[config.mk]
export PLATFORM = sky130hd
export DESIGN_NAME = legv8_instr_encoder_flat
export DESIGN_NICKNAME = d
export VERILOG_FILES = /design/src/rtl/legv8_pkg.sv /design/src/rtl/legv8_instr_encoder_if.sv /design/src/rtl/legv8_encode.sv /design/src/rtl/legv8_instr_encoder.sv /design/src/flat_wrapper.sv
export SDC_FILE = /design/constraint.sdc
export NUM_CORES = 1
export LEC_CHECK = 0
export BUFFER_PORTS_ARGS = -buffer_cell sky130_fd_sc_hd__buf_2
export CORE_ASPECT_RATIO = 0.6
export CORE_MARGIN = 2
export CORE_UTILIZATION = 37
export DETAILED_ROUTE_END_ITERATION = 12
export PLACE_DENSITY = 0.7
export SLEW_MARGIN = 5
export SYNTH_ARGS = -nofsm -noshare
export SYNTH_HDL_FRONTEND = slang
export SYNTH_SLANG_ARGS = --single-unit
[constraint.sdc]
create_clock -name i_clk -period 6.2 [get_ports i_clk]
set_clock_uncertainty 0.05 [all_clocks]
set_input_delay 0.62 -clock i_clk [delete_from_list [all_inputs] [get_ports i_clk]]
set_output_delay 0.62 -clock i_clk [all_outputs]
set_load 0.03 [all_outputs]
[src/rtl/legv8_pkg.sv]
// Shared LEGv8 encoding constants: opcodes, op/state enums, error codes, immediate limits.
// Latency: n/a (package only).
// Backpressure: n/a (package only).
package legv8_pkg;

    // R/I/D-format 11-bit opcodes, placed in [31:21]
    localparam logic [10:0] OPC_ADD  = 11'b10001011000;
    localparam logic [10:0] OPC_SUB  = 11'b11001011000;
    localparam logic [10:0] OPC_AND  = 11'b10001010000;
    localparam logic [10:0] OPC_ORR  = 11'b10101010000;
    localparam logic [10:0] OPC_ADDI = 11'b10010001000;
    localparam logic [10:0] OPC_SUBI = 11'b11010001000;
    localparam logic [10:0] OPC_LDUR = 11'b11111000010;
    localparam logic [10:0] OPC_STUR = 11'b11111000000;

    // B-format 6-bit opcode [31:26], CB-format 8-bit opcodes [31:24]
    localparam logic [5:0]  OPC_B    = 6'b000101;
    localparam logic [7:0]  OPC_CBZ  = 8'b10110100;
    localparam logic [7:0]  OPC_CBNZ = 8'b10110101;

    // Descriptor operation codes; 11..15 are illegal
    typedef enum logic [3:0] {
        OP_ADD  = 4'd0,
        OP_SUB  = 4'd1,
        OP_AND  = 4'd2,
        OP_ORR  = 4'd3,
        OP_ADDI = 4'd4,
        OP_SUBI = 4'd5,
        OP_LDUR = 4'd6,
        OP_STUR = 4'd7,
        OP_B    = 4'd8,
        OP_CBZ  = 4'd9,
        OP_CBNZ = 4'd10
    } op_e;

    // Sticky error codes
    localparam logic [2:0] ERR_NONE     = 3'd0;
    localparam logic [2:0] ERR_ILLEGAL  = 3'd1;
    localparam logic [2:0] ERR_RANGE    = 3'd2;
    localparam logic [2:0] ERR_MISALIGN = 3'd3;
    localparam logic [2:0] ERR_FULL     = 3'd4;

    // Immediate limits: unsigned imm12, signed imm9, byte offsets for B and CB
    localparam longint IMM12_MIN = 0;
    localparam longint IMM12_MAX = 2047;
    localparam longint IMM9_MIN  = -256;
    localparam longint IMM9_MAX  = 255;
    localparam longint BR26_MIN  = -134217728;
    localparam longint BR26_MAX  = 134217724;
    localparam longint CB19_MIN  = -1048576;
    localparam longint CB19_MAX  = 1048572;

    // Loader FSM states
    typedef enum logic [1:0] {
        ST_IDLE  = 2'd0,
        ST_LOAD  = 2'd1,
        ST_DONE  = 2'd2,
        ST_ERROR = 2'd3
    } state_e;

    // D-format immediate sign extension, as done by the pipeline decoder
    function automatic logic [63:0] dtype_imm_sext(input logic [31:0] w);
        return {{55{w[20]}}, w[20:12]};
    endfunction

endpackage

[src/rtl/legv8_instr_encoder_if.sv]
// Descriptor stream plus instruction-memory write port of the encoder/loader.
// Latency: n/a (wires only).
// Backpressure: in_ready is driven by the slave; the memory side has none.
interface legv8_instr_encoder_if #(
    parameter int INSTR_WIDTH = 32,
    parameter int DATA_WIDTH  = 64,
    parameter int ADDR_WIDTH  = 9
);
    logic                   load_start;
    logic [ADDR_WIDTH-1:0]  start_addr;
    logic                   in_valid;
    logic                   in_ready;
    logic                   in_last;
    logic [3:0]             in_op;
    logic [4:0]             in_rd;
    logic [4:0]             in_rn;
    logic [4:0]             in_rm;
    logic [DATA_WIDTH-1:0]  in_imm;
    logic                   imem_we;
    logic [ADDR_WIDTH-1:0]  imem_addr;
    logic [INSTR_WIDTH-1:0] imem_wdata;
    logic                   done;
    logic                   err;
    logic [2:0]             err_code;
    logic [ADDR_WIDTH:0]    count;

    modport master (
        output load_start, start_addr, in_valid, in_last, in_op, in_rd, in_rn, in_rm, in_imm,
        input  in_ready, imem_we, imem_addr, imem_wdata, done, err, err_code, count
    );

    modport slave (
        input  load_start, start_addr, in_valid, in_last, in_op, in_rd, in_rn, in_rm, in_imm,
        output in_ready, imem_we, imem_addr, imem_wdata, done, err, err_code, count
    );
endinterface

[src/rtl/legv8_encode.sv]
// Packs one decoded descriptor into a 32-bit LEGv8 word and reports legality.
// Latency: combinational.
// Backpressure: none; the caller decides whether to use the result.
module legv8_encode
    import legv8_pkg::*;
#(
    parameter int INSTR_WIDTH = 32,
    parameter int DATA_WIDTH  = 64
) (
    input  logic [3:0]             i_op,
    input  logic [4:0]             i_rd,
    input  logic [4:0]             i_rn,
    input  logic [4:0]             i_rm,
    input  logic [DATA_WIDTH-1:0]  i_imm,
    output logic [INSTR_WIDTH-1:0] o_word,
    output logic [2:0]             o_err_code
);

    // Full-width signed view so out-of-range upper bits are caught, not truncated
    logic signed [DATA_WIDTH-1:0] w_simm;
    logic                         w_misaligned;

    assign w_simm       = $signed(i_imm);
    assign w_misaligned = (i_imm[1:0] != 2'b00);

    // Format selection with checks in priority order: illegal, misaligned, range
    always_comb begin
        o_word     = '0;
        o_err_code = ERR_NONE;
        case (i_op)
            OP_ADD:  o_word = {OPC_ADD, i_rm, 6'b0, i_rn, i_rd};
            OP_SUB:  o_word = {OPC_SUB, i_rm, 6'b0, i_rn, i_rd};
            OP_AND:  o_word = {OPC_AND, i_rm, 6'b0, i_rn, i_rd};
            OP_ORR:  o_word = {OPC_ORR, i_rm, 6'b0, i_rn, i_rd};
            OP_ADDI, OP_SUBI: begin
                // imm12 overlays opcode bit 21, which is 0 for both opcodes
                if (w_simm < IMM12_MIN || w_simm > IMM12_MAX) begin
                    o_err_code = ERR_RANGE;
                end else if (i_op == OP_ADDI) begin
                    o_word = {OPC_ADDI[10:1], i_imm[11:0], i_rn, i_rd};
                end else begin
                    o_word = {OPC_SUBI[10:1], i_imm[11:0], i_rn, i_rd};
                end
            end
            OP_LDUR, OP_STUR: begin
                if (w_simm < IMM9_MIN || w_simm > IMM9_MAX) begin
                    o_err_code = ERR_RANGE;
                end else if (i_op == OP_LDUR) begin
                    o_word = {OPC_LDUR, i_imm[8:0], 2'b00, i_rn, i_rd};
                end else begin
                    o_word = {OPC_STUR, i_imm[8:0], 2'b00, i_rn, i_rd};
                end
            end
            OP_B: begin
                if (w_misaligned) begin
                    o_err_code = ERR_MISALIGN;
                end else if (w_simm < BR26_MIN || w_simm > BR26_MAX) begin
                    o_err_code = ERR_RANGE;
                end else begin
                    o_word = {OPC_B, i_imm[27:2]};
                end
            end
            OP_CBZ, OP_CBNZ: begin
                if (w_misaligned) begin
                    o_err_code = ERR_MISALIGN;
                end else if (w_simm < CB19_MIN || w_simm > CB19_MAX) begin
                    o_err_code = ERR_RANGE;
                end else if (i_op == OP_CBZ) begin
                    o_word = {OPC_CBZ, i_imm[20:2], i_rd};
                end else begin
                    o_word = {OPC_CBNZ, i_imm[20:2], i_rd};
                end
            end
            default: o_err_code = ERR_ILLEGAL;
        endcase
    end

endmodule

[src/rtl/legv8_instr_encoder.sv]
// Streams descriptors into consecutive instruction-memory words with sticky error reporting.
// Latency: write port, count, done and err are registered, valid one cycle after accept.
// Backpressure: in_ready only in LOAD and not during load_start; memory never stalls.
module legv8_instr_encoder
    import legv8_pkg::*;
#(
    parameter int INSTR_WIDTH = 32,
    parameter int DATA_WIDTH  = 64,
    parameter int ADDR_WIDTH  = 9
) (
    input  logic                  i_clk,
    input  logic                  i_reset,
    legv8_instr_encoder_if.slave  bus
);

    logic [INSTR_WIDTH-1:0] w_word;
    logic [2:0]             w_enc_code;
    logic                   w_in_ready;
    logic                   w_accept;
    logic                   w_bad;

    state_e                 r_state;
    logic [ADDR_WIDTH-1:0]  r_ptr;
    logic                   r_full;
    logic [ADDR_WIDTH:0]    r_count;
    logic                   r_we;
    logic [ADDR_WIDTH-1:0]  r_addr;
    logic [INSTR_WIDTH-1:0] r_wdata;
    logic                   r_done;
    logic                   r_err;
    logic [2:0]             r_err_code;

    legv8_encode #(
        .INSTR_WIDTH (INSTR_WIDTH),
        .DATA_WIDTH  (DATA_WIDTH)
    ) u_encode (
        .i_op       (bus.in_op),
        .i_rd       (bus.in_rd),
        .i_rn       (bus.in_rn),
        .i_rm       (bus.in_rm),
        .i_imm      (bus.in_imm),
        .o_word     (w_word),
        .o_err_code (w_enc_code)
    );

    // A beat arriving alongside load_start belongs to no program and is refused
    assign w_in_ready = (r_state == ST_LOAD) && !bus.load_start;
    assign w_accept   = bus.in_valid && w_in_ready;
    assign w_bad      = (w_enc_code != ERR_NONE) || r_full;

    // Loader FSM, write pointer, word counter and registered memory port
    always_ff @(posedge i_clk) begin
        if (i_reset) begin
            r_state    <= ST_IDLE;
            r_ptr      <= '0;
            r_full     <= 1'b0;
            r_count    <= '0;
            r_we       <= 1'b0;
            r_addr     <= '0;
            r_wdata    <= '0;
            r_done     <= 1'b0;
            r_err      <= 1'b0;
            r_err_code <= ERR_NONE;
        end else begin
            r_we <= 1'b0;
            if (bus.load_start) begin
                r_state    <= ST_LOAD;
                r_ptr      <= bus.start_addr;
                r_full     <= 1'b0;
                r_count    <= '0;
                r_done     <= 1'b0;
                r_err      <= 1'b0;
                r_err_code <= ERR_NONE;
            end else if (w_accept) begin
                if (w_bad) begin
                    // Encoder faults outrank the full condition
                    r_err      <= 1'b1;
                    r_err_code <= (w_enc_code != ERR_NONE) ? w_enc_code : ERR_FULL;
                    r_state    <= ST_ERROR;
                end else begin
                    r_we    <= 1'b1;
                    r_addr  <= r_ptr;
                    r_wdata <= w_word;
                    r_count <= r_count + 1'b1;
                    // Top address reached: flag full instead of wrapping
                    if (r_ptr == '1) begin
                        r_full <= 1'b1;
                    end else begin
                        r_ptr <= r_ptr + 1'b1;
                    end
                    if (bus.in_last) begin
                        r_done  <= 1'b1;
                        r_state <= ST_DONE;
                    end
                end
            end
        end
    end

    assign bus.in_ready   = w_in_ready;
    assign bus.imem_we    = r_we;
    assign bus.imem_addr  = r_addr;
    assign bus.imem_wdata = r_wdata;
    assign bus.done       = r_done;
    assign bus.err        = r_err;
    assign bus.err_code   = r_err_code;
    assign bus.count      = r_count;

endmodule

[src/flat_wrapper.sv]
// flat-port wrapper written by rule: the top's interface ports become plain ports
module legv8_instr_encoder_flat import legv8_pkg::*;
#(
    parameter int INSTR_WIDTH = 32,
    parameter int DATA_WIDTH  = 64,
    parameter int ADDR_WIDTH  = 9
)
  (i_clk, i_reset, bus_load_start, bus_start_addr, bus_in_valid, bus_in_last, bus_in_op, bus_in_rd, bus_in_rn, bus_in_rm, bus_in_imm, bus_in_ready, bus_imem_we, bus_imem_addr, bus_imem_wdata, bus_done, bus_err, bus_err_code, bus_count);
  legv8_instr_encoder_if #(.INSTR_WIDTH(INSTR_WIDTH), .DATA_WIDTH(DATA_WIDTH), .ADDR_WIDTH(ADDR_WIDTH)) bus_i ();
  input  logic i_clk;
  input  logic i_reset;
  input wire logic [$bits(bus_i.load_start)-1:0] bus_load_start;
  input wire logic [$bits(bus_i.start_addr)-1:0] bus_start_addr;
  input wire logic [$bits(bus_i.in_valid)-1:0] bus_in_valid;
  input wire logic [$bits(bus_i.in_last)-1:0] bus_in_last;
  input wire logic [$bits(bus_i.in_op)-1:0] bus_in_op;
  input wire logic [$bits(bus_i.in_rd)-1:0] bus_in_rd;
  input wire logic [$bits(bus_i.in_rn)-1:0] bus_in_rn;
  input wire logic [$bits(bus_i.in_rm)-1:0] bus_in_rm;
  input wire logic [$bits(bus_i.in_imm)-1:0] bus_in_imm;
  output wire logic [$bits(bus_i.in_ready)-1:0] bus_in_ready;
  output wire logic [$bits(bus_i.imem_we)-1:0] bus_imem_we;
  output wire logic [$bits(bus_i.imem_addr)-1:0] bus_imem_addr;
  output wire logic [$bits(bus_i.imem_wdata)-1:0] bus_imem_wdata;
  output wire logic [$bits(bus_i.done)-1:0] bus_done;
  output wire logic [$bits(bus_i.err)-1:0] bus_err;
  output wire logic [$bits(bus_i.err_code)-1:0] bus_err_code;
  output wire logic [$bits(bus_i.count)-1:0] bus_count;
  assign bus_i.load_start = bus_load_start;
  assign bus_i.start_addr = bus_start_addr;
  assign bus_i.in_valid = bus_in_valid;
  assign bus_i.in_last = bus_in_last;
  assign bus_i.in_op = bus_in_op;
  assign bus_i.in_rd = bus_in_rd;
  assign bus_i.in_rn = bus_in_rn;
  assign bus_i.in_rm = bus_in_rm;
  assign bus_i.in_imm = bus_in_imm;
  assign bus_in_ready = bus_i.in_ready;
  assign bus_imem_we = bus_i.imem_we;
  assign bus_imem_addr = bus_i.imem_addr;
  assign bus_imem_wdata = bus_i.imem_wdata;
  assign bus_done = bus_i.done;
  assign bus_err = bus_i.err;
  assign bus_err_code = bus_i.err_code;
  assign bus_count = bus_i.count;
  legv8_instr_encoder #(.INSTR_WIDTH(INSTR_WIDTH), .DATA_WIDTH(DATA_WIDTH), .ADDR_WIDTH(ADDR_WIDTH)) u_core (.i_clk(i_clk), .i_reset(i_reset), .bus(bus_i));
endmodule
==> metrics <==
run status=finished, final reports clean; Die Outline Area=about 11,000 um2; fraction of synthesized cell area taken by the top area cell type=0.3702; DRC viols=0; net switching fraction of the power=0.2611; ratio of cells with drive above 1 in the final layout=0.3008; total power per unit cell area=229.3 nW/um2; number of synthesis warnings=0; Post-CTS Resized=0; maximum count of clock buffers along a single path=2; NetSw=0.0002917 W; TritonCTS Buffers=9; post-synthesis sequential element count=69; most area-hungry cell type in the Yosys netlist=dfxtp_1; highest achievable clock rate=between 200 and 300 MHz; max-slew violation count=0; max-cap viol count=0; Layout area overhead=30.55%; synthesized instance count=466; global-route wire length before repair=21,130 um; Total Nets Final=700; number of buffers added to fix hold violations after cts=0; leakage power figure=~1.9 nW; input/output buffers=roughly 150; detailed placer's ending HPWL=between 10,000 and 15,000 um; total wirelength of the detailed-routed design=about 13,000 um; CP Max Fanout=36; number of unique standard cell types used by synthesis=49; number of setup violations in the final report=0; internal power contribution=just over 0.0008 W; crit path buf inv count=2; depth of the worst register-to-register path=11; Via Count=between 4k and 5k; most frequent cells after synthesis=69 x dfxtp_1, 57 x a21oi_1, 35 x nand2_1, 28 x clkbuf_1, 27 x nor2_1; Data arrival, critical path=approximately 3900 ps; drt first-iter violations=around 460; Global Route Usage Sum=0.2446; number of buffers added for setup after CTS=0; wire length per cell after detailed routing=approximately 18 um; Async S/R FF share, synth=0; Max-Slew Margin vs Limit=0.2776; share of power burned in combinational logic=0.129; setup repair after global routing missed its margin=false; minimum clock period=roughly 3700 ps; number of enable flip-flop cells after synthesis=0; class of the most critical hold timing path=reg -> reg; Hold WS=410.6 ps; Cell Area, Synth=roughly 3700 um2; data required time of the worst path=roughly 6400 ps; placer congestion estimate=about 0.94; Antenna Violating Nets Remaining=0; maximum ir drop on the vdd rail=about 140 uV; Final TNS setup=0 ps; sequential group share of total power=0.414; die height=81.79 um; Placed Cells=around 720; type of element capturing the critical path=register; antenna cells=0; pin count of the biggest net entering global routing=52; core area=between 9000 and 10,000 um2; Worst path depth=10; period utilisation layout=0.5935; startpoint of the most critical setup path=bus_in_imm[48]; count of final hold-check violations=0; setup slack on the worst flop-to-flop path=about 3200 ps; fraction of the yosys area taken by sequential cells=0.3702; Worst path max stage delay=580 ps; count of standard-cell rows=28; grt total ovfl=0; io pins=155; Syn Nets=566; vias in the first global route=approximately 4.2k; cell family contributing the most delay on the critical path=simple AND/OR/NAND/NOR gates; drt via density=6.030; Setup CP Type=in -> reg; library cell with the highest instance count after synthesis=dfxtp_1; root buffer selected by CTS=clkbuf_16; clock network latency to the later pin of the worst-skew pair=around 330 ps; count of placed standard cells in the final layout, fillers left out=740; Horiz. Die Dim=133.6 um; slew at the pin closest to its max-slew limit=1079 ps; end of the worst register-to-register path=u_core.r_ptr[7]$_SDFFE_PP0P_; number of detailed-route iterations in the first pass=8; timing endpoint of the critical path=u_core.bus.imem_wdata[16]$_SDFFE_PP0P_; initial antenna violation count=0; start of the worst register-to-register path=u_core.r_ptr[0]$_SDFFE_PP0P_; slowest library cell on the worst path=and3_1; largest cells by area after synthesis=dfxtp_1 37%, a21oi_1 7.6%, a311oi_1 5.9%; CTS sink cnt=69; CP startpoint kind=input port; clock transition time at the flip-flop clock pins of the worst setup and hold paths=about 60 ps; series of cell instances along the critical path=buf_2, nor4_1, nand4_1, or4_4, or2_0, o311ai_1, and3_1, buf_4, a21oi_1, a311oi_1; initial core utilization=0.3790; top flip-flop cell by instance count after synthesis=dfxtp_1; clock tree from TritonCTS=done; average size of a mapped cell=approximately 8 um2; H-tree levels=3; clock network fraction of total power=0.456
==> state kept, by name (all words and copies together), names as in the netlist <==
| name | cells |
|---|---|
| u_core.bus.count | 10 |
| u_core.bus.done | 1 |
| u_core.bus.err | 1 |
| u_core.bus.err_code | 3 |
| u_core.bus.imem_addr | 9 |
| u_core.bus.imem_wdata | 32 |
| u_core.bus.imem_we | 1 |
| u_core.r_full | 1 |
| u_core.r_ptr | 9 |
| u_core.r_state | 2 |
==> cell usage in the layout, fill, tap and decap left out, types with 9 or more instances in the layout <==
cell	count
buf_2	154
a311oi_1	25
nand2_1	35
nor2_1	26
nand3_1	22
nand4_1	15
o21ai_0	24
a211oi_1	12
clkbuf_16	9
a21oi_1	56
a222oi_1	13
dfxtp_1	69
nor4_1	21
nand2b_1	12
==> final cells by class <==
class | instances | area, um2
Inverter | 7 | 26.28
Fill cell | 935 | 4974
Tap cell | 135 | 168.9
Clock inverter | 4 | 47.55
Sequential cell | 69 | 1381
Timing Repair Buffer | 160 | 815.8
Multi-Input combinational cell | 353 | 2185
Clock buffer | 12 | 246.5
==> how the worst min path moves through the flow <==
stage	to	startpoint	slack (ps)	cells after the start
floorplan	u_core.r_state[1]$_SDFFE_PP0P_	u_core.r_state[1]$_SDFFE_PP0P_	390	1
global placement	u_core.bus.err$_SDFFE_PP0P_	u_core.bus.err$_SDFFE_PP0P_	400	1
detailed placement	u_core.bus.err$_SDFFE_PP0P_	u_core.bus.err$_SDFFE_PP0P_	400	1
CTS	u_core.bus.err$_SDFFE_PP0P_	u_core.bus.err$_SDFFE_PP0P_	410	1
global route	u_core.bus.err$_SDFFE_PP0P_	u_core.bus.err$_SDFFE_PP0P_	460	1
finish	u_core.bus.err$_SDFFE_PP0P_	u_core.bus.err$_SDFFE_PP0P_	410	1
==> per-layer routing <==
layer,part of all wire,vias up,routed length (um),GRT usage
met2,0.42,225,5716,0.3624
li1,-,2104,-,-
met5,0,-,0,0
met1,0.47,2115,6376,0.3441
met4,0.012,0,165,0.07021
met3,0.091,18,1225,0.07346
==> through the flow <==
| stage | setup WS (ps) | utilization | total power, W | area [um2] |
|---|---|---|---|---|
| finish | 2520 | 0.4948 | 0.001117 | 4871 |
| global route | 2232 | 0.4948 | 0.001161 | 4871 |
| CTS | 2576 | 0.4948 | 0.001121 | 4871 |
| detailed placement | 2225 | 0.4649 | 0.0006133 | 4577 |
| global placement | 2310 | 0.4649 | 0.0006106 | 4577 |
| floorplan | 2967 | - | 0.0005443 | 3731 |
==> power by group through the flow <==
stage / logic (W) / clock network, W / registers, W
after global routing: 0.000156 / 0.000541 / 0.000464
after global placement: 0.000139 / 0 / 0.000472
after floorplan: 0.0000627 / 0 / 0.000482
after CTS: 0.000142 / 0.000517 / 0.000462
after detailed placement: 0.000141 / 0 / 0.000472
final: 0.000145 / 0.000510 / 0.000463
==> cells by family after synthesis <==
logic type / Yosys count / share of synthesized area
mux: 1 / 0.002683
compound gates: 171 / 0.3115
fa+ha+maj: 3 / 0.01006
flops: 69 / 0.3702
xor+xnor: 2 / 0.004696
buf+inv: 44 / 0.04728
simple gates: 176 / 0.2535
==> worst register-to-register path: cells and delay by family (launching register included) <==
kind / cells / cell delay (ps)
AND/OR/NAND/NOR: 7 / 1720
adder cells (fa/ha/maj): 2 / 430
flip-flops: 1 / 350
multiplexers: 1 / 230
AO/OA/AOI/OAI: 1 / 100
(Power assumes the default switching activity.)
